<file path="config.mk">
export PLATFORM = sky130hd
export DESIGN_NAME = msrv32_redirect_ctrl
export DESIGN_NICKNAME = d
export VERILOG_FILES = /design/src/rtl/msrv32_redirect_ctrl.sv
export SDC_FILE = /design/constraint.sdc
export NUM_CORES = 1
export LEC_CHECK = 0
export ABC_AREA = 1
export CORE_ASPECT_RATIO = 1.75
export CORE_MARGIN = 2
export CORE_UTILIZATION = 36
export CTS_CLUSTER_DIAMETER = 100
export DETAILED_ROUTE_END_ITERATION = 10
export DONT_BUFFER_PORTS = 1
export PLACE_DENSITY = 0.58
export SKIP_CTS_REPAIR_TIMING = 1
export SYNTH_ARGS = -nofsm -noshare
export SYNTH_HDL_FRONTEND = slang
export SYNTH_SLANG_ARGS = --single-unit
</file>
<file path="constraint.sdc">
create_clock -name ms_riscv32_mp_clk_in -period 1.6 [get_ports ms_riscv32_mp_clk_in]
set_input_delay 0.24 -clock ms_riscv32_mp_clk_in [delete_from_list [all_inputs] [get_ports ms_riscv32_mp_clk_in]]
set_output_delay 0.24 -clock ms_riscv32_mp_clk_in [all_outputs]
set_load 0.01 [all_outputs]
</file>
<file path="src/rtl/msrv32_redirect_ctrl.sv">
// Execute-stage PC redirect controller: redirect handshake to fetch, flush window,
// misaligned-target trap pulse and taken-redirect counter.
module msrv32_redirect_ctrl #(
  parameter int unsigned FLUSH_CYCLES = 1,
  parameter int unsigned CNT_W        = 32
) (
  input  logic             ms_riscv32_mp_clk_in,
  input  logic             ms_riscv32_mp_rst_in,
  input  logic             ex_valid_in,
  input  logic             branch_taken_in,
  input  logic [31:0]      target_in,
  input  logic             stall_in,
  input  logic             imem_ready_in,
  output logic             redirect_valid_out,
  output logic [31:0]      redirect_pc_out,
  output logic             flush_out,
  output logic             misaligned_trap_out,
  output logic [31:0]      misaligned_addr_out,
  output logic             busy_out,
  output logic [CNT_W-1:0] taken_count_out
);

  typedef enum logic [1:0] {StIdle, StRedir, StFlush} state_e;

  state_e           state_q, state_d;
  logic [3:0]       flush_cnt_q, flush_cnt_d;
  logic             redirect_valid_q, redirect_valid_d;
  logic [31:0]      redirect_pc_q, redirect_pc_d;
  logic             flush_q, flush_d;
  logic             trap_q, trap_d;
  logic [31:0]      trap_addr_q, trap_addr_d;
  logic             busy_q, busy_d;
  logic [CNT_W-1:0] count_q, count_d;

  logic capture;
  logic handshake;

  assign capture   = ex_valid_in & branch_taken_in & ~stall_in & (state_q == StIdle);
  assign handshake = redirect_valid_q & imem_ready_in;

  always_comb begin
    state_d          = state_q;
    flush_cnt_d      = flush_cnt_q;
    redirect_valid_d = redirect_valid_q;
    redirect_pc_d    = redirect_pc_q;
    flush_d          = flush_q;
    trap_d           = 1'b0;
    trap_addr_d      = trap_addr_q;
    busy_d           = busy_q;
    count_d          = count_q;

    unique case (state_q)
      StIdle: begin
        // Drops the single-cycle flush that accompanies a trap.
        flush_d = 1'b0;
        if (capture) begin
          flush_d = 1'b1;
          if (target_in[1:0] == 2'b00) begin
            state_d          = StRedir;
            redirect_valid_d = 1'b1;
            redirect_pc_d    = target_in;
            busy_d           = 1'b1;
          end else begin
            trap_d      = 1'b1;
            trap_addr_d = target_in;
          end
        end
      end
      StRedir: begin
        if (handshake) begin
          redirect_valid_d = 1'b0;
          count_d          = count_q + CNT_W'(1);
          if (FLUSH_CYCLES == 1) begin
            state_d = StIdle;
            flush_d = 1'b0;
            busy_d  = 1'b0;
          end else begin
            state_d     = StFlush;
            flush_cnt_d = 4'(FLUSH_CYCLES - 1);
          end
        end
      end
      StFlush: begin
        flush_cnt_d = flush_cnt_q - 4'd1;
        if (flush_cnt_q <= 4'd1) begin
          state_d = StIdle;
          flush_d = 1'b0;
          busy_d  = 1'b0;
        end
      end
      default: state_d = StIdle;
    endcase
  end

  always_ff @(posedge ms_riscv32_mp_clk_in) begin
    if (!ms_riscv32_mp_rst_in) begin
      state_q          <= StIdle;
      flush_cnt_q      <= 4'd0;
      redirect_valid_q <= 1'b0;
      redirect_pc_q    <= 32'd0;
      flush_q          <= 1'b0;
      trap_q           <= 1'b0;
      trap_addr_q      <= 32'd0;
      busy_q           <= 1'b0;
      count_q          <= '0;
    end else begin
      state_q          <= state_d;
      flush_cnt_q      <= flush_cnt_d;
      redirect_valid_q <= redirect_valid_d;
      redirect_pc_q    <= redirect_pc_d;
      flush_q          <= flush_d;
      trap_q           <= trap_d;
      trap_addr_q      <= trap_addr_d;
      busy_q           <= busy_d;
      count_q          <= count_d;
    end
  end

  assign redirect_valid_out  = redirect_valid_q;
  assign redirect_pc_out     = redirect_pc_q;
  assign flush_out           = flush_q;
  assign misaligned_trap_out = trap_q;
  assign misaligned_addr_out = trap_addr_q;
  assign busy_out            = busy_q;
  assign taken_count_out     = count_q;

endmodule
</file>
# --- Word-level counts from Yosys, hierarchy flattened ---
# Index checks and enable logic that the tools add are counted.
classes:
  add_sub_neg: 2
  order_cmp: 1
  n_eq_ne: 6
  n_mux: 14
  n_bitwise: 6
  n_reduce_logical: 12
ops:
  columns: ["operator", "n"]
  rows:
  - ["adder 32 x 1 -> 32 bit (second input constant)", 1]
  - ["AND reduction 3 bit", 4]
  - ["2-to-1 mux 2 bit", 4]
  - ["AND reduction 4 bit", 2]
  - ["2-to-1 mux 1 bit", 6]
  - ["!= test 2 bit (second input constant)", 3]
  - ["case mux 1 bit (3 select lines)", 2]
  - ["case mux 2 bit (3 select lines)", 1]
  - ["AND reduction 5 bit", 1]
  - ["bitwise AND 1 bit", 4]
  - ["less-or-equal comparator 4 x 1 -> 1 bit (second input constant)", 1]
  - ["logical NOT 2 bit", 2]
  - ["subtractor 4 x 1 -> 4 bit (second input constant)", 1]
  - ["nonzero test 3 bit", 1]
  - ["== test 2 x 1 -> 1 bit (second input constant)", 1]
  - ["== test 2 bit (second input constant)", 1]
  - ["!= test 2 x 1 -> 1 bit (second input constant)", 1]
  - ["NOT 1 bit", 2]
  - ["case mux 1 bit (2 select lines)", 1]
  - ["AND reduction 2 bit", 1]
  - ["nonzero test 2 bit", 1]
word_totals:
  regBits: 106
  in_bits: 38

# --- Logic depth before layout (Yosys ltp) ---
# Gate-level depths: netlist of run 1.
depth:
  depth_word: 5
  depth_mapped: 10

# --- Least setup slack after synthesis of run 1 ---
# Ideal clock, no wire load.
synth_path:
  path_type: "register to register"
  start: "reg count_q[1], in the netlist taken_count_out[1]"
  end: "reg count_q[14], in the netlist taken_count_out[14]"
  setup_ps: 128
  arrival_ps: 1342
  required_time_ps: 1472
  slack_ps: 130
  path_stages_with_launch: 9
  synth_period_minus_slack_ps: 1470
  path_cell_list: "dfxtp_1 ha_1 nand2_1 nor2_2 nand3_1 nor2_1 nand3_1 nand2_1 nor2_1"
synth_via:
  elab_chain_cells: 1
synth_lines:
  columns: ["item", "line_no", "source"]
  rows:
  - ["start, declared", "33", "logic [CNT_W-1:0] count_q, count_d;"]
  - ["start signal, assigned", "115", "count_q <= count_d;"]
  - ["adder 32 x 1 -> 32 bit", "72", "count_d = count_q + CNT_W'(1);"]
# No other way between the ends.
# A chain may end at the register's enable or synchronous reset.

# --- Final worst setup path of run 1 ---
layout_path:
  start: "reg count_q[6], in the netlist taken_count_out[6]"
  end: "reg count_q[13], in the netlist taken_count_out[13]"
# The elaborated chain is that of the path after synthesis.

==> results of run 1 <==
## synth_stat cells, types with 7 or more instances
| cell | count |
|---|---|
| a21oi_1 | 43 |
| buf_2 | 14 |
| clkbuf_1 | 10 |
| dfxtp_1 | 99 |
| inv_1 | 45 |
| nand2_1 | 113 |
| nand3_1 | 51 |
| nand4_1 | 11 |
| nor2_1 | 118 |
| nor2_2 | 7 |
| nor2_4 | 9 |
| o21ai_0 | 36 |
## per-stage QoR
stage	area, um2	util [%]	TNS [ns]
6_report	4860	42.2	0
2_1_floorplan	4250	-	0
5_1_grt	4860	42.2	-0.00377
3_5_place_dp	4540	39.4	0
4_1_cts	4830	41.9	0
3_3_place_gp	4540	39.4	0
## power by group
| part | internal, mW | switching, mW |
|---|---|---|
| registers | 2.51 | 0.0568 |
| logic | 0.0507 | 0.105 |
| clock network | 1.09 | 1.01 |
## routing by layer
metal / vias to the layer above / global-route usage, % / share of wire (%)
li1: 1915 / - / -
met1: 1760 / 19.3 / 36
met2: 152 / 33.7 / 53
met3: 21 / 5.64 / 8.0
met4: 0 / 6.90 / 2.6
met5: - / 0 / 0
## layout by cell type (no fill, tap or decap), types with 3 or more instances in the layout
cell type / instances
a21oi_1: 43
buf_4: 31
clkbuf_16: 9
dfxtp_1: 99
inv_1: 45
inv_2: 4
nand2_1: 113
nand2_2: 3
nand3_1: 50
nand3_2: 3
nand4_1: 11
nor2_1: 114
nor2_2: 10
nor2_4: 10
o21ai_0: 36
o21ai_1: 6
## final cells by class
cell class | count | share of cell area, %
flip-flops and latches | 99 | 40.8
multi-input cells | 412 | 40.6
repair buffers | 32 | 5.20
clock buffers | 9 | 4.64
inverters | 51 | 3.99
well taps | 135 | 3.48
clock inverters | 7 | 1.24
## state kept, by name (all words and copies together), names as in the netlist
register / count
state_q: 1
redirect_pc_out: 32
misaligned_trap_out: 1
misaligned_addr_out: 32
flush_out: 1
taken_count_out: 32
## worst register-to-register path: cells and delay by family, from the launching register on
family / cells / cell delay, ns
AND/OR/NAND/NOR: 5 / 0.70
AO/OA/AOI/OAI: 1 / 0.16
buffers and inverters: 1 / 0.08
flip-flops: 1 / 0.45
## logic make-up (layout without fill, tap and decap cells)
group	Yosys count	after routing	synth area share [%]
DFF	99	99	46.7
buffers and inverters	78	99	7.57
xor gates and xnor gates	1	1	0.206
AOI/OAI and AO/OA	89	89	10.7
adders and majority gates	1	1	0.295
and+or+nand+nor	321	321	34.5
## worst max-delay path by stage
| stage | endpoint | startpoint | cells past startpoint | slack (ns) |
|---|---|---|---|---|
| after floorplan | taken_count_out[14]$_SDFFE_PN0P_ | taken_count_out[1]$_SDFFE_PN0P_ | 8 | 0.13 |
| after global placement | taken_count_out[23]$_SDFFE_PN0P_ | taken_count_out[6]$_SDFFE_PN0P_ | 7 | 0.15 |
| after detailed placement | taken_count_out[14]$_SDFFE_PN0P_ | taken_count_out[1]$_SDFFE_PN0P_ | 8 | 0.11 |
| after CTS | taken_count_out[14]$_SDFFE_PN0P_ | taken_count_out[1]$_SDFFE_PN0P_ | 8 | 0.09 |
| after global routing | taken_count_out[14]$_SDFFE_PN0P_ | taken_count_out[1]$_SDFFE_PN0P_ | 8 | -0.004 |
| final | taken_count_out[13]$_SDFFE_PN0P_ | taken_count_out[6]$_SDFFE_PN0P_ | 7 | 0.11 |
==> qor.yml, run 1 <==
synthToLayoutAreaGrowth_pct: 14.3
cts_buffers: 9
synth.avg_cell_area_um2: 7.21
cts_tree: "yes"
r2r_cells: 7
via_count: 3848
grt_pass1_vias: 3762
grt_usage_pct: 18.4
critPathMaxStageDelay_ns: 0.45
antenna_cells: 0
die_area_um2: 12700
hold_class: "primary input to flop"
multi_input_area_um2: 1970
die_w_um: 86.1
fin_ws_ns: 0.110
critPathSlowestCell: "dfxtp_1"
p_leak_nw: 1.95
max-slew-margin-rel_pct: 75.0
ys_types: 30
routed_wl_mm: 11.7
cp-end-kind: "flop"
period_needed_ns: 1.49
port_buffers: 0
finalPower_mw: 4.82
dp_cells: 729
drt_iter0_drc: 180
nets: 644
ys_seq_area_share_pct: 46.7
ios: 138
cp.arrival_ns: 1.72
final_antenna_net_count: 0
cts.clk_slew.worst_paths_ns: 0.08
synth_area_leaders: "dfxtp_1, nor2_1, nand2_1, nand3_1, a21oi_1"
status: "completed"
slew_viol_final: 0
synth_largest_area_cell: "dfxtp_1"
final.period_utilization_pct: 93.1
maxCapViolCount: 0
fin_skew_ns: 0.0117
viasPerCell: 5.17
root_buffer: "clkbuf_16"
crit_required_ns: 1.83
syn_nets: 628
grt_antenna_before_repair: 0
min_from: "ms_riscv32_mp_rst_in"
grt_max_degree: 57
wl_per_cell_um: 15.6
synthCells: 589
ys_ff_latch: 99
tightest_slew_ns: 0.373
start_kind: "flop"
pre_cts_ws_ns: 0.105
fmax_ghz: 0.671
stdcell_count: 745
r2r_slack_ns: 0.11
synth_top_area_share_pct: 46.7
dp_hpwl_mm: 8.66
firstDrtPassIters: 5
grt_first_pass_wirelength_mm: 18.6
num_rows: 52
yosys_warnings: 0
cp_num_buf_inv: 1
cts_sinks: 99
cp_cell_sequence: "nand2_1 -> nor2_4 -> inv_2 -> nor2_4 -> nand3_1 -> o21ai_1 -> nor2_1"
hold_path_end: "taken_count_out[22]$_SDFFE_PN0P_"
final.fill_count: 1177
crit_top_cell: "nor2_4"
crit_fanout: 6
ir_drop_v: 0.000517
clockBufferDepth: 2
drive_gt1_share_pct: 13.9
synth_edf_count: 0
powerDensity_nw_per_um2: 992
ys.flop_type: "dfxtp_1"
clock_latency_ns: 0.34
grt-ovfl-total: 0
hold_path_depth: 2
regArea_um2: 1980
htree_levels: 3
setup_violations: 0
crit_type: "flop to flop"
synth_area_um2: 4250
dieHeight_um: 148
holdWs_ns: 0.0296
initial_core_util_pct: 36.9
reg2reg_to: "taken_count_out[13]$_SDFFE_PN0P_"
synthArstFlopShare_pct: 0
hold_viol_final: 0
r2r_start: "taken_count_out[6]$_SDFFE_PN0P_"
drc: 0
path_delay_family: "simple AND/OR/NAND/NOR gates"
core_um2: 11500
gp_congestion: 0.865
(Power assumes the default switching activity.)
==> inputs of run 2 (changes only) <==
- CORE_ASPECT_RATIO: 1.75 -> 1.25
- MAX_ROUTING_LAYER: unset -> met4
==> run 2 against run 1 <==
Compared with the run above:
- clock skew decreased by 0.0062 ns
- register-to-register slack improved by 0.03 ns
- die area decreased by 0.22%
- first-iteration DRC count decreased by 16%
- sequential power about the same
- critical endpoint is now taken_count_out[28]$_SDFFE_PN0P_
==> qor.yml, run 2 (same netlist as run 1, synthesis figures left out) <==
crit_type: "flop to flop"
routed_wl_mm: 11.6
grt-ovfl-total: 0
start_kind: "flop"
hold_viol_final: 0
switching_power_mw: 1.13
finalInstanceArea_um2: 4830
dp_hpwl_mm: 8.39
min_from: "target_in[21]"
wl_per_cell_um: 15.7
hold_class: "primary input to flop"
grt_max_degree: 57
crit_fanout: 5
cts_tree: "yes"
fin_skew_ns: 0.00550
cts.clk_slew.worst_paths_ns: 0.07
firstDrtPassIters: 4
combPwrFrac_pct: 3.2
final.setup.tns_ns: 0
die_area_um2: 12700
dpl_cell_area_um2: 4490
final_cell_mix: "nor2_1, nand2_1, dfxtp_1, nand3_1, inv_1"
cp.arrival_ns: 1.70
internal_power_mw: 3.79
switching_share_pct: 23.0
grt_usage_pct: 19.2
clock_latency_ns: 0.33
layout_commonest_cell: "nor2_1"
ir_drop_v: 0.000431
max-slew-margin-rel_pct: 75.5
nets: 638
clockBufferDepth: 2
pre_cts_ws_ns: 0.0447
dieHeight_um: 125
via_count: 3824
grt_antenna_before_repair: 0
grt_pass1_vias: 3813
core_um2: 11600
initial_core_util_pct: 36.7
viasPerCell: 5.15
status: "completed"
setup_violations: 0
htree_levels: 3
synthToLayoutAreaGrowth_pct: 13.8
antenna_cells: 0
p_leak_nw: 1.94
fin_ws_ns: 0.136
cts_sinks: 99
powerDensity_nw_per_um2: 1020
final_antenna_net_count: 0
cp-end-kind: "flop"
final.fill_count: 1220
startpoint: "taken_count_out[1]$_SDFFE_PN0P_"
tightest_slew_ns: 0.368
drc: 0
fmax_ghz: 0.683
period_needed_ns: 1.46
final_util_pct: 41.8
cts_buffers: 9
maxCapViolCount: 0
slew_viol_final: 0
gp_congestion: 0.837
power_frac_seq_pct: 52.2
ios: 138
r2r_start: "taken_count_out[1]$_SDFFE_PN0P_"
drive_gt1_share_pct: 13.6
rsz0062_at_grt: "false"
drt_iter0_drc: 151
crit_required_ns: 1.83
port_buffers: 0
grt_first_pass_wirelength_mm: 19.0
final.period_utilization_pct: 91.5
root_buffer: "clkbuf_16"
num_rows: 44
die_w_um: 101
clkPwrFrac_pct: 44.6
## run 2: cell types whose count changed in the layout (fill, tap and decap cells not counted), moves of 2 or more
cell / previous run / this run
inv_8: 2 / 0
nor2_2: 10 / 7
buf_4: 31 / 24
nor2_1: 114 / 116
clkinv_4: 0 / 2
dfxtp_1: 99 / 94
clkinvlp_4: 2 / 0
dfxtp_2: 0 / 5
## run 2: power by group through the flow
stage	Sequential, mW	Combinational [mW]	Clock [mW]
2_1_floorplan	2.61	0.132	0
3_3_place_gp	2.62	0.152	0
3_5_place_dp	2.62	0.157	0
4_1_cts	2.57	0.158	2.25
5_1_grt	2.57	0.181	2.35
6_report	2.57	0.158	2.19
## run 2: routing by layer
layer / share of wire (%) / global-route usage, % / vias up
li1: - / - / 1907
met5: 0 / - / -
met2: 50 / 32.1 / 140
met3: 8.4 / 6.65 / 14
met1: 40 / 21.1 / 1763
met4: 1.4 / 6.04 / 0
## run 2: layout make-up
class	instances	area, um2	share of cell area [%]
Sequential cell	99	1990	41.1
Multi-Input combinational cell	412	1970	40.7
Tap cell	138	173	3.57
Inverter	51	194	4.01
Clock inverter	7	75.1	1.55
Clock buffer	9	225	4.66
Timing Repair Buffer	26	211	4.38
## run 2: final timing paths
kind,to,slack (ns),cells after the start
worst min-delay path,misaligned_addr_out[21]$_SDFFE_PN0P_,0.04,2
worst max register to register,taken_count_out[28]$_SDFFE_PN0P_,0.14,8
worst min register to register,redirect_pc_out[1]$_SDFFE_PN0P_,0.50,2
worst max-delay path,taken_count_out[28]$_SDFFE_PN0P_,0.14,8
## run 2: per-stage QoR
stage / std cells / power [mW] / hold WS (ns)
global placement: 725 / 2.78 / 0.371
global route: 742 / 5.10 / 0.0170
finish: 742 / 4.92 / 0.0370
floorplan: 589 / 2.75 / 0.375
CTS: 741 / 4.98 / 0.0121
detailed placement: 725 / 2.78 / 0.375
## run 2: critical path, stage by stage (launching register included)
cell and delay [ns]:
dfxtp_2 0.34, ha_2 0.20, nand3_2 0.09, nor2_2 0.17
nand3_2 0.14, nor2_4 0.20, nand2_1 0.09, nor2_1 0.09
nor2_1 0.05
==> inputs of run 3 (changes only) <==
- CORE_MARGIN: 2 -> 4
- CORE_UTILIZATION: 36 -> 50
- PLACE_DENSITY: 0.58 -> 0.73
==> run 3 against run 2 <==
Compared with the run above:
- sequential share of layout area grew 0.26 points
- count of clock-buffer cells in the layout did not move
- critical endpoint is now taken_count_out[1]$_SDFFE_PN0P_
- largest cell class unchanged
- first-iteration DRC count rose by 44%
- total power fell by 4.3%
- register-to-register slack got worse by 0.03 ns
- via count is 2.0% higher
- final area decreased by 0.49%
- critical path depth fell by 4
==> qor.yml, run 3 (same netlist as run 1, synthesis figures left out) <==
tightest_slew_ns: 0.358
cts_buffers: 9
wl_per_cell_um: 16.0
cp_num_buf_inv: 1
clockBufferDepth: 2
grt_max_degree: 57
start_kind: "flop"
die_area_um2: 10000
cp-end-kind: "flop"
final_util_pct: 58.4
cts_sinks: 99
status: "completed"
r2r_start: "taken_count_out[0]$_SDFFE_PN0P_"
layout_commonest_cell: "nor2_1"
cts_tree: "yes"
critPathSlowestCell: "dlygate4sd3_1"
core_um2: 8240
setup_violations: 0
period_needed_ns: 1.49
slew_viol_final: 0
dp_cells: 684
clock_latency_ns: 0.37
cts.clk_slew.worst_paths_ns: 0.10
final.period_utilization_pct: 93.4
final_cell_mix: "nor2_1, nand2_1, dfxtp_1, nand3_1, inv_1"
ios: 138
grt_pass1_vias: 3925
crit_fanout: 2
crit_required_ns: 1.87
final.setup.tns_ns: 0
dieHeight_um: 111
initial_core_util_pct: 51.5
min_from: "target_in[17]"
stdcell_count: 706
max-slew-margin-rel_pct: 76.1
hold_viol_final: 0
hold_path_depth: 2
fin_ws_ns: 0.105
synthToLayoutAreaGrowth_pct: 13.2
ir_drop_v: 0.000671
dp_hpwl_mm: 7.96
pre_cts_ws_ns: 0.124
finalPower_mw: 4.71
maxCapViolCount: 0
fmax_ghz: 0.669
gp_congestion: 0.839
grt_first_pass_wirelength_mm: 18.5
fin_skew_ns: 0.00634
critPathMaxStageDelay_ns: 0.58
crit_type: "flop to flop"
viasPerCell: 5.52
grt-ovfl-total: 0
hold_path_end: "misaligned_addr_out[17]$_SDFFE_PN0P_"
antenna_cells: 0
nets: 643
num_rows: 37
via_count: 3899
drc: 0
routed_wl_mm: 11.3
final_antenna_net_count: 0
path_delay_family: "buffers and inverters"
r2r_cells: 4
powerDensity_nw_per_um2: 979
die_w_um: 90.4
cp_cell_sequence: "ha_2 -> o21ai_0 -> dlygate4sd3_1 -> nor2_1"
r2r_slack_ns: 0.11
drive_gt1_share_pct: 14.3
grt_antenna_before_repair: 0
reg2reg_to: "taken_count_out[1]$_SDFFE_PN0P_"
drt_iter0_drc: 218
port_buffers: 0
p_leak_nw: 1.93
cp.arrival_ns: 1.77
htree_levels: 3
hold_class: "primary input to flop"
grt_usage_pct: 23.2
root_buffer: "clkbuf_8"
firstDrtPassIters: 5
[run 3: metrics by stage]
| stage | instance area, um2 | hold slack (ns) |
|---|---|---|
| floorplan | 4250 | 0.375 |
| global placement | 4450 | 0.369 |
| detailed placement | 4450 | 0.376 |
| CTS | 4700 | -0.0233 |
| global route | 4810 | -0.0273 |
| finish | 4810 | 0.00498 |
[run 3: how the worst max path moves through the flow]
stage,startpoint,end,slack (ns),cells past startpoint
2_1_floorplan,taken_count_out[1]$_SDFFE_PN0P_,taken_count_out[14]$_SDFFE_PN0P_,0.13,8
3_3_place_gp,state_q[0]$_SDFFE_PN0P_,misaligned_addr_out[14]$_SDFFE_PN0P_,0.15,6
3_5_place_dp,state_q[0]$_SDFFE_PN0P_,misaligned_addr_out[14]$_SDFFE_PN0P_,0.12,6
4_1_cts,state_q[0]$_SDFFE_PN0P_,misaligned_addr_out[25]$_SDFFE_PN0P_,0.08,6
5_1_grt,taken_count_out[4]$_SDFFE_PN0P_,taken_count_out[28]$_SDFFE_PN0P_,-0.03,8
6_report,taken_count_out[0]$_SDFFE_PN0P_,taken_count_out[1]$_SDFFE_PN0P_,0.11,4
[run 3: layer usage]
layer	vias up	part of all wire, %	track usage (%)	routed length [um]
met3	25	8.7	7.60	985
met4	0	2.4	10.9	273
met5	-	0	-	0
li1	1918	-	-	-
met1	1810	40	24.2	4460
met2	146	49	39.3	5570
[run 3: power breakdown]
| group | internal (mW) | leakage [nW] | total [mW] | switching (mW) |
|---|---|---|---|---|
| combinational | 0.0615 | 1.01 | 0.171 | 0.109 |
| sequential | 2.51 | 0.805 | 2.57 | 0.0574 |
| clock | 1.05 | 0.122 | 1.97 | 0.915 |
[run 3: cell type report]
| class | count | area (um2) |
|---|---|---|
| clock buffers | 9 | 124 |
| flip-flops and latches | 99 | 1990 |
| multi-input cells | 412 | 1980 |
| fillers | 747 | 3430 |
| well taps | 97 | 121 |
| repair buffers | 31 | 278 |
| clock inverters | 7 | 123 |
| inverters | 51 | 196 |
